### src/rtl/mmio_audio_io_hub.sv
// mmio_audio_io_hub
// Memory-mapped I/O peripheral on the CPU data bus. It provides a synchronised
// switch port, an LED register, NUM_CH glitch-free PWM audio channels and a
// shared sample FIFO that is drained at a fixed sample rate.
//
// Ports
//   i_clk       system clock, all logic on the rising edge
//   i_rst_n     asynchronous active-low reset
//   i_addr      data-memory word address from the CPU
//   i_wdata     store data
//   i_wren      store strobe
//   o_io_sel    combinational, 1 when i_addr is inside the I/O window
//   o_rdata     combinational read data, 0 outside the window
//   i_sw_in     raw asynchronous switches
//   o_led_out   LED register
//   o_pwm_out   registered PWM outputs, one per channel
//   o_fifo_low  1 while the FIFO holds no more than half its depth
//
// Register map (word offsets from BASE_ADDR)
//   0             SW      read-only, synchronised switches
//   1             LED     read/write
//   2..1+NUM_CH   DUTY    read/write shadow duty per channel
//   2+NUM_CH      STATUS  read-only: [8:0] count, [9] full, [10] empty,
//                         [11] overflow, [12] underrun, [23:16] mode
//   3+NUM_CH      CTRL    write: [NUM_CH-1:0] mode, [30] flush, [31] clear flags
//                         read: mode
//   4+NUM_CH      FIFO    write pushes a sample, reads as 0
module mmio_audio_io_hub #(
    parameter int unsigned BASE_ADDR  = 4096,
    parameter int unsigned NUM_CH     = 2,
    parameter int unsigned DUTY_W     = 10,
    parameter int unsigned FIFO_DEPTH = 16,
    parameter int unsigned SAMPLE_DIV = 1136,
    parameter int unsigned SW_W       = 16,
    parameter int unsigned LED_W      = 16
) (
    input  logic              i_clk,
    input  logic              i_rst_n,
    input  logic [31:0]       i_addr,
    input  logic [31:0]       i_wdata,
    input  logic              i_wren,
    output logic              o_io_sel,
    output logic [31:0]       o_rdata,
    input  logic [SW_W-1:0]   i_sw_in,
    output logic [LED_W-1:0]  o_led_out,
    output logic [NUM_CH-1:0] o_pwm_out,
    output logic              o_fifo_low
);

    localparam int unsigned PTR_W = (FIFO_DEPTH > 1) ? $clog2(FIFO_DEPTH) : 1;
    localparam int unsigned CNT_W = PTR_W + 1;
    localparam int unsigned DIV_W = $clog2(SAMPLE_DIV);

    localparam logic [31:0] OFF_SW     = 32'd0;
    localparam logic [31:0] OFF_LED    = 32'd1;
    localparam logic [31:0] OFF_DUTY0  = 32'd2;
    localparam logic [31:0] OFF_STATUS = 32'(2 + NUM_CH);
    localparam logic [31:0] OFF_CTRL   = 32'(3 + NUM_CH);
    localparam logic [31:0] OFF_FIFO   = 32'(4 + NUM_CH);

    logic [SW_W-1:0]   r_sw_meta;
    logic [SW_W-1:0]   r_sw_sync;
    logic [LED_W-1:0]  r_led;
    logic [NUM_CH-1:0] r_mode;
    logic [DUTY_W-1:0] r_duty   [NUM_CH];
    logic [DUTY_W-1:0] r_active [NUM_CH];
    logic [DUTY_W-1:0] r_sample;
    logic [DUTY_W-1:0] r_pwm_cnt;
    logic [NUM_CH-1:0] r_pwm;
    logic [DIV_W-1:0]  r_div;

    logic [DUTY_W-1:0] r_mem [FIFO_DEPTH];
    logic [PTR_W-1:0]  r_wr_ptr;
    logic [PTR_W-1:0]  r_rd_ptr;
    logic [CNT_W-1:0]  r_count;
    logic              r_ovf;
    logic              r_unf;

    logic [31:0]       w_offset;
    logic              w_io_sel;
    logic              w_wr;
    logic              w_wr_led;
    logic              w_wr_ctrl;
    logic              w_wr_fifo;
    logic [NUM_CH-1:0] w_wr_duty;
    logic              w_full;
    logic              w_empty;
    logic              w_tick;
    logic              w_stream_any;
    logic              w_flush;
    logic              w_clr;
    logic              w_pop;
    logic              w_push;
    logic              w_ovf_ev;
    logic              w_unf_ev;
    logic              w_wrap;
    logic [31:0]       w_rdata;

    // ------------------------------------------------------------------
    // Address decode
    // ------------------------------------------------------------------
    assign w_offset  = i_addr - BASE_ADDR;
    assign w_io_sel  = (i_addr >= BASE_ADDR) && (w_offset <= OFF_FIFO);
    assign w_wr      = i_wren && w_io_sel;
    assign w_wr_led  = w_wr && (w_offset == OFF_LED);
    assign w_wr_ctrl = w_wr && (w_offset == OFF_CTRL);
    assign w_wr_fifo = w_wr && (w_offset == OFF_FIFO);

    always_comb begin
        w_wr_duty = '0;
        for (int ch = 0; ch < NUM_CH; ch++) begin
            w_wr_duty[ch] = w_wr && (w_offset == OFF_DUTY0 + 32'(ch));
        end
    end

    // ------------------------------------------------------------------
    // FIFO / divider control
    // ------------------------------------------------------------------
    assign w_full       = (r_count == CNT_W'(FIFO_DEPTH));
    assign w_empty      = (r_count == '0);
    assign w_tick       = (r_div == DIV_W'(SAMPLE_DIV - 1));
    assign w_stream_any = |r_mode;
    assign w_flush      = w_wr_ctrl && i_wdata[30];
    assign w_clr        = w_wr_ctrl && i_wdata[31];

    // Flush wins over a same-cycle pop; a pop on a full FIFO frees the slot
    // that a same-cycle push then takes, so that push is not an overflow.
    assign w_pop    = w_tick && w_stream_any && !w_empty && !w_flush;
    assign w_unf_ev = w_tick && w_stream_any && w_empty;
    assign w_push   = w_wr_fifo && (!w_full || w_pop);
    assign w_ovf_ev = w_wr_fifo && w_full && !w_pop;

    assign w_wrap = (r_pwm_cnt == '1);

    // ------------------------------------------------------------------
    // Bus-visible registers
    // ------------------------------------------------------------------
    always_ff @(posedge i_clk or negedge i_rst_n) begin
        if (!i_rst_n) begin
            r_sw_meta <= '0;
            r_sw_sync <= '0;
            r_led     <= '0;
            r_mode    <= '0;
            for (int ch = 0; ch < NUM_CH; ch++) begin
                r_duty[ch] <= '0;
            end
        end else begin
            r_sw_meta <= i_sw_in;
            r_sw_sync <= r_sw_meta;
            if (w_wr_led) begin
                r_led <= i_wdata[LED_W-1:0];
            end
            if (w_wr_ctrl) begin
                r_mode <= i_wdata[NUM_CH-1:0];
            end
            for (int ch = 0; ch < NUM_CH; ch++) begin
                if (w_wr_duty[ch]) begin
                    r_duty[ch] <= i_wdata[DUTY_W-1:0];
                end
            end
        end
    end

    // ------------------------------------------------------------------
    // Sample FIFO
    // ------------------------------------------------------------------
    // Storage is not reset; it is only observable through the pointers.
    always_ff @(posedge i_clk) begin
        if (w_push) begin
            r_mem[r_wr_ptr] <= i_wdata[DUTY_W-1:0];
        end
    end

    always_ff @(posedge i_clk or negedge i_rst_n) begin
        if (!i_rst_n) begin
            r_wr_ptr <= '0;
            r_rd_ptr <= '0;
            r_count  <= '0;
            r_sample <= '0;
            r_ovf    <= 1'b0;
            r_unf    <= 1'b0;
            r_div    <= '0;
        end else begin
            if (w_flush) begin
                r_wr_ptr <= '0;
                r_rd_ptr <= '0;
                r_count  <= '0;
            end else begin
                if (w_push) begin
                    r_wr_ptr <= r_wr_ptr + PTR_W'(1);
                end
                if (w_pop) begin
                    r_rd_ptr <= r_rd_ptr + PTR_W'(1);
                end
                case ({w_push, w_pop})
                    2'b10:   r_count <= r_count + CNT_W'(1);
                    2'b01:   r_count <= r_count - CNT_W'(1);
                    default: r_count <= r_count;
                endcase
            end

            // On underrun the sample simply keeps its previous value.
            if (w_pop) begin
                r_sample <= r_mem[r_rd_ptr];
            end

            // Set has priority over a same-cycle clear.
            r_ovf <= (r_ovf && !w_clr) || w_ovf_ev;
            r_unf <= (r_unf && !w_clr) || w_unf_ev;

            r_div <= w_tick ? '0 : r_div + DIV_W'(1);
        end
    end

    // ------------------------------------------------------------------
    // PWM
    // ------------------------------------------------------------------
    // Active duties only change as the counter wraps to 0, so a period is
    // never cut short or stretched by a mid-period duty update.
    always_ff @(posedge i_clk or negedge i_rst_n) begin
        if (!i_rst_n) begin
            r_pwm_cnt <= '0;
            r_pwm     <= '0;
            for (int ch = 0; ch < NUM_CH; ch++) begin
                r_active[ch] <= '0;
            end
        end else begin
            r_pwm_cnt <= r_pwm_cnt + DUTY_W'(1);
            for (int ch = 0; ch < NUM_CH; ch++) begin
                r_pwm[ch] <= (r_pwm_cnt < r_active[ch]);
                if (w_wrap) begin
                    r_active[ch] <= r_mode[ch] ? r_sample : r_duty[ch];
                end
            end
        end
    end

    // ------------------------------------------------------------------
    // Read mux
    // ------------------------------------------------------------------
    always_comb begin
        w_rdata = '0;
        if (w_io_sel) begin
            if (w_offset == OFF_SW) begin
                w_rdata[SW_W-1:0] = r_sw_sync;
            end else if (w_offset == OFF_LED) begin
                w_rdata[LED_W-1:0] = r_led;
            end else if (w_offset == OFF_STATUS) begin
                w_rdata[CNT_W-1:0]   = r_count;
                w_rdata[9]           = w_full;
                w_rdata[10]          = w_empty;
                w_rdata[11]          = r_ovf;
                w_rdata[12]          = r_unf;
                w_rdata[16 +: NUM_CH] = r_mode;
            end else if (w_offset == OFF_CTRL) begin
                w_rdata[NUM_CH-1:0] = r_mode;
            end
            for (int ch = 0; ch < NUM_CH; ch++) begin
                if (w_offset == OFF_DUTY0 + 32'(ch)) begin
                    w_rdata[DUTY_W-1:0] = r_duty[ch];
                end
            end
        end
    end

    assign o_io_sel   = w_io_sel;
    assign o_rdata    = w_rdata;
    assign o_led_out  = r_led;
    assign o_pwm_out  = r_pwm;
    assign o_fifo_low = (r_count <= CNT_W'(FIFO_DEPTH / 2));

endmodule

### config.mk
export PLATFORM = sky130hd
export DESIGN_NAME = mmio_audio_io_hub
export DESIGN_NICKNAME = d
export VERILOG_FILES = /design/src/rtl/mmio_audio_io_hub.sv
export SDC_FILE = /design/constraint.sdc
export NUM_CORES = 1
export LEC_CHECK = 0
export ABC_AREA = 1
export CAP_MARGIN = 20
export CORE_ASPECT_RATIO = 1.2
export CORE_MARGIN = 1
export CORE_UTILIZATION = 57
export DETAILED_ROUTE_END_ITERATION = 16
export MAX_ROUTING_LAYER = met4
export PLACE_DENSITY_LB_ADDON = 0.1
export SLEW_MARGIN = 20
export SYNTH_ARGS = -nofsm -noshare
export SYNTH_HDL_FRONTEND = slang
export SYNTH_SLANG_ARGS = --single-unit
### constraint.sdc
create_clock -name i_clk -period 3.15 [get_ports i_clk]
set_input_delay 0.315 -clock i_clk [delete_from_list [all_inputs] [get_ports i_clk]]
set_output_delay 0.315 -clock i_clk [all_outputs]
set_load 0.03 [all_outputs]
# Word level (Yosys, flattened, before mapping)
# Memories as Yosys holds them, arrays and structs flattened. A register that Yosys moved wholly into a read port is not among the register bits.
# Cells that the tools add are included.
# word_totals
reg_bits	128
ram_bits	160
input_bits	83
output_inout_bits	52
elab_cells	99
memories	1
# mem_list
name	words	width	read_ports	rd_clocked_by_memory_dff	wr	line_no	source
r_mem	16	10	1	1	1	72	logic [DUTY_W-1:0] r_mem [FIFO_DEPTH];
# op_classes
addsub	7
magnitude_cmp	5
eq_ne	11
n_mux	26
n_reduce_logical	33
# ops
cell	count
32-bit by 3-bit == test with 1-bit output (second input constant)	3
32-bit by 2-bit == test with 1-bit output (second input constant)	2
10-bit two-way mux	4
32-bit by 1-bit == test with 1-bit output (second input constant)	1
32-bit by 13-bit greater-or-equal comparator with 1-bit output (second input constant)	1
32-bit by 3-bit less-or-equal comparator with 1-bit output (second input constant)	1
32-bit logical NOT	1
32-bit by 13-bit subtractor with 32-bit output (second input constant)	1
4-bit two-way mux	7
10-bit less-than comparator	2
1-bit logical AND	18
18-bit two-way mux	1
16-bit two-way mux	1
11-bit by 1-bit adder with 11-bit output (second input constant)	1
11-bit == test (second input constant)	1
11-bit two-way mux	1
10-bit by 1-bit adder with 10-bit output (second input constant)	1
10-bit == test (second input constant)	1
2-bit two-way mux	5
5-bit two-way mux	2
5-bit case mux with 2 select lines	1
4-bit by 1-bit adder with 4-bit output (second input constant)	2
1-bit logical NOT	6
3-bit two-way mux	2
other kinds (12)	16

# Logic depth before layout (Yosys ltp)
# logic_depth
depth_word	13
depth_mapped	23
depth_no_buf	23

# Worst setup path before layout
# OpenSTA, ideal clock, no wires.
# synth_path
kind	input to register
startpoint	input port i_addr[15]
endpoint	memory r_mem[12][0], enable pin
setup_ns	0.390
t_arrival_ns	2.501
required_time_ns	2.760
setup_slack_ns	0.259
cell_stages	14
n_path_buf	1
path_cell_list	nor2_2 > nand3_2 > nor2_2 > nand3_1 > xor2_1 > nor2_4 > nand3_2 > nor2_4 > nand3_4 > nand2_2 > nand2_4 > nand2_2 > buf_6 > nor3_1
# synth_between
elab_chain_len	12
word_cells_on_any_way	16
cone_classes	1 x add/sub; 2 x order compare; 2 x eq/ne; 2 x mux; 9 x reduce/logical
# synth_rtl
element	line_no	source
start: declaration	39	input logic [31:0] i_addr,
32-bit by 13-bit subtractor with 32-bit output	102	assign w_offset = i_addr - BASE_ADDR;
32-bit by 3-bit less-or-equal comparator with 1-bit output	103	assign w_io_sel = (i_addr >= BASE_ADDR) && (w_offset <= OFF_FIFO);
1-bit logical AND	103	
1-bit logical AND	104	assign w_wr = i_wren && w_io_sel;
1-bit logical AND	106	assign w_wr_ctrl = w_wr && (w_offset == OFF_CTRL);
1-bit logical AND	123	assign w_flush = w_wr_ctrl && i_wdata[30];
1-bit logical NOT	128	assign w_pop = w_tick && w_stream_any && !w_empty && !w_flush;
1-bit logical AND	128	
1-bit logical OR	130	assign w_push = w_wr_fifo && (!w_full || w_pop);
1-bit logical AND (*)	130	
1-bit two-way mux (*)	169	if (w_push) begin
1-bit two-way mux (implied by the code) (*)	170	r_mem[r_wr_ptr] <= i_wdata[DUTY_W-1:0];
end: declaration	72	
# Every way passes the cells marked *; elsewhere a longest branch is shown, timed or not.

# Worst setup path in the final report
# layout_path
startpoint	input port i_addr[11]
endpoint	output port o_rdata[3]
# layout_between
elab_chain_len	8
word_cells_on_any_way	15
cone_classes	1 x add/sub; 2 x order compare; 4 x eq/ne; 6 x mux; 2 x reduce/logical
# layout_rtl
element	line_no	source
32-bit by 13-bit subtractor with 32-bit output	102	
32-bit by 3-bit == test with 1-bit output	248	end else if (w_offset == OFF_STATUS) begin
3-bit two-way mux	248	
5-bit two-way mux	246	end else if (w_offset == OFF_LED) begin
16-bit two-way mux	244	if (w_offset == OFF_SW) begin
10-bit two-way mux (2 in a row)	259	if (w_offset == OFF_DUTY0 + 32'(ch)) begin
18-bit two-way mux (*)	243	if (w_io_sel) begin
end: declaration	43	output logic [31:0] o_rdata,
# Marked as above.

==> flow_summary_export.csv <==
group,metric,value,unit
status,status,"finished clean",
die,dieWidth,143,um
finish,final_cell_mix,"nand2_1, o21ai_0, edfxtp_1, nor2_1, dfrtp_1",
timing,finalSetupViolCount,0,
die,die_h,171,um
finish,final_cells,1835,
global_route,grt_usage,27.9,%
timing,finalCritPeriodShare,94.6,%
die,initial_core_util,58.2,%
routing,remaining_drc_errors,0,
cts,numCtsBuffers,30,
cts,clockBufferDepth,3,
finish,diodes,0,
global_route,grt_max_degree,116,
finish,nets,1610,
place,port_buffers,106,
power_and_ir_drop,p_leak,6.83,nW
place,dp.cells,1775,
global_route,first_global_vias,9978,
logic_synthesis,synth.distinct_cells,52,
place,pre_cts_ws,-0.318,ns
die,core,23200,um2
timing,slew_headroom,39.8,%
finish,drive_above_1_share,15.9,%
cts,clk_pin_slew,0.06,ns
routing,wl,31.8,mm
timing,slew_viol_final,0,
cts,cts_tree,"done",
timing,fin_crit,2.98,ns
die,ios,135,
global_route,grt_overflow_total,0,
timing,tightest_slew,0.904,ns
global_route,antenna_found_initial,0,
setup_path,crit_path_max_fanout,10,
logic_synthesis,async_flop_share,46.3,%
run,maxCapViolations,0,
routing,drtIter0Drc,683,
cts,htreeDepth,1,
finish,syn2layout_area_growth,23.6,%
power_and_ir_drop,vdd_drop_max,467,uV
logic_synthesis,syn_area,13500,um2
routing,postRouteAntennaNets,0,
worst_hold_path,hold_class,"primary input to flip-flop",
die,rows,61,
timing,finalSetupTns,0,ns
finish,fill_cells,1734,
logic_synthesis,synthCells,1308,
place,place.gp.congestion,0.875,
setup_path,criticalPathCategory,"primary input to output port",
timing,postLayoutSetupSlackWorst,0.169,ns
setup_path,endpoint_kind,"output port",
timing,max_clock_freq,0.335,GHz
global_route,grt_first_pass_wirelength,50.8,mm
logic_synthesis,ys_ff_latch,298,
power_and_ir_drop,powerDensity,469,nW/um2
routing,post_drt_wl_per_cell,17.4,um
timing,hold_viol,0,
setup_path,cp.arrival,2.67,ns
cts,cts-root-buf,"clkbuf_16",
logic_synthesis,yosysSeqAreaShare,61.1,%
logic_synthesis,postSynthAreaPerCell,10.3,um2
routing,vias,10100,
cts,numClockSinks,298,
finish,final_common_cell,"nand2_1",
place,dp_hpwl,21.9,mm
setup_path,required,2.83,ns
routing,dr.pass1.iters,6,
timing,finalClockSkew,0.0252,ns
die,die_area,24300,um2
timing,fin_hold_ws,0.191,ns
logic_synthesis,synth_edf_count,160,
logic_synthesis,synthFlopType,"edfxtp_1",
cts,clk_latency,0.57,ns
routing,vias_per_cell,5.48,
setup_path,crit_path_start_kind,"primary input",
finish,final_util,71.9,%
logic_synthesis,yosys_warnings,0,
==> area by class of cell <==
cell class	instances	area (um2)	share of cell area [%]
repair buffers	209	1880	11.2
well taps	315	394	2.36
clock buffers	32	758	4.54
clock inverters	22	196	1.18
flip-flops and latches	298	8260	49.5
inverters	117	445	2.67
multi-input cells	842	4760	28.5
==> flip-flops by register name, summed over array words and instances (netlist names), 10 cells and up <==
| register | flops |
|---|---|
| o_led_out | 16 |
| r_duty | 20 |
| r_sw_meta | 16 |
| r_active | 20 |
| r_sample | 10 |
| r_pwm_cnt | 10 |
| r_div | 11 |
| r_mem | 160 |
| r_sw_sync | 16 |
==> path summary, 6_finish.rpt <==
check                      depth (start not counted)                 endpoint              startpoint  slack, ns
setup / recovery                                  16               o_rdata[3]              i_addr[11]       0.17
hold / removal                                     1   r_sw_meta[6]$_DFF_PN0_              i_sw_in[6]       0.19
setup reg to reg                                  16   r_count[4]$_DFFE_PN0P_      r_div[0]$_DFF_PN0_       0.31
hold reg to reg                                    0   r_sw_sync[0]$_DFF_PN0_  r_sw_meta[0]$_DFF_PN0_       0.35
max in group asynchronous                          3       r_div[9]$_DFF_PN0_                 i_rst_n       1.94
min in group asynchronous                          2  r_sw_sync[14]$_DFF_PN0_                 i_rst_n       0.44
==> where the power goes <==
part | total, W | internal, W | switching [W]
clock network | 0.00342 | 0.00198 | 0.00145
logic | 0.000268 | 0.000105 | 0.000163
registers | 0.00414 | 0.00414 | 0.00000732
==> cells in the mapped netlist, drive strengths merged (2+ instances only) <==
| cell | number | area (um2) |
|---|---|---|
| dfrtp | 138 | 3450 |
| a32o | 2 | 20.0 |
| o21ai | 185 | 926 |
| a21oi | 24 | 120 |
| ha | 28 | 350 |
| mux2i | 20 | 200 |
| nor3 | 23 | 120 |
| nand3b | 3 | 22.5 |
| nor4 | 3 | 18.8 |
| and2 | 3 | 18.8 |
| or2 | 2 | 12.5 |
| clkbuf | 41 | 154 |
| nor2 | 177 | 722 |
| xor2 | 17 | 149 |
| buf | 23 | 158 |
| o221ai | 26 | 228 |
| o21bai | 4 | 30.0 |
| a21boi | 2 | 15.0 |
| a31oi | 10 | 62.6 |
| o22ai | 14 | 87.6 |
| edfxtp | 160 | 4800 |
| nand3 | 43 | 268 |
| a221oi | 3 | 26.3 |
| a41oi | 4 | 35.0 |
| nor3b | 2 | 15.0 |
| nand4 | 17 | 119 |
| a21o | 2 | 15.0 |
| mux2 | 6 | 67.6 |
| xnor2 | 2 | 17.5 |
| inv | 116 | 435 |
| nand2 | 200 | 771 |
==> metal layers <==
layer | routed length, um | up-vias | part of all wire [%] | GRT usage (%)
li1 | - | 4881 | - | -
met1 | 13300 | 4798 | 42 | 35.2
met2 | 15800 | 316 | 50 | 46.5
met3 | 1970 | 68 | 6.2 | 3.61
met4 | 830 | 0 | 2.6 | 9.58
met5 | 0 | - | 0 | -
==> timing repair <==
item / in CTS / in global routing
buffers inserted: 3 / 2
setup endpoints to repair: 16 / 19
resized for setup: 31 / 41
hold buffers: 1 / 0
endpoints found under the hold margin: 113 / 0
pin swaps: 6 / 18
==> kinds of logic after synthesis <==
group | after synthesis | synth area share [%]
AOI/OAI and AO/OA | 280 | 11.8
xor gates and xnor gates | 19 | 1.23
adders and majority gates | 29 | 2.74
buffers and inverters | 181 | 5.56
DFF | 298 | 61.1
muxes | 26 | 1.98
other | 1 | 0.0278
and+or+nand+nor | 474 | 15.5
==> worst max-delay path, stage by stage <==
cell and delay, ns:
clkdlybuf4s50_1 0.43, nor2_1 0.11, nand2_1 0.09, nor3_4 0.25
nand2_2 0.08, buf_4 0.14, buf_4 0.14, nor4_2 0.17
buf_4 0.18, nand2_1 0.05, buf_4 0.17, nand2_1 0.07
inv_1 0.04, a21oi_1 0.15, buf_4 0.15, buf_12 0.11
==> per-stage QoR <==
stage          area (um2)  total power, W
4_1_cts             16500         0.00789
5_1_grt             16700         0.00806
2_1_floorplan       13600         0.00430
3_3_place_gp        15400         0.00447
6_report            16700         0.00784
3_5_place_dp        15400         0.00447
No activity file was read; power rests on OpenSTA's default activity.
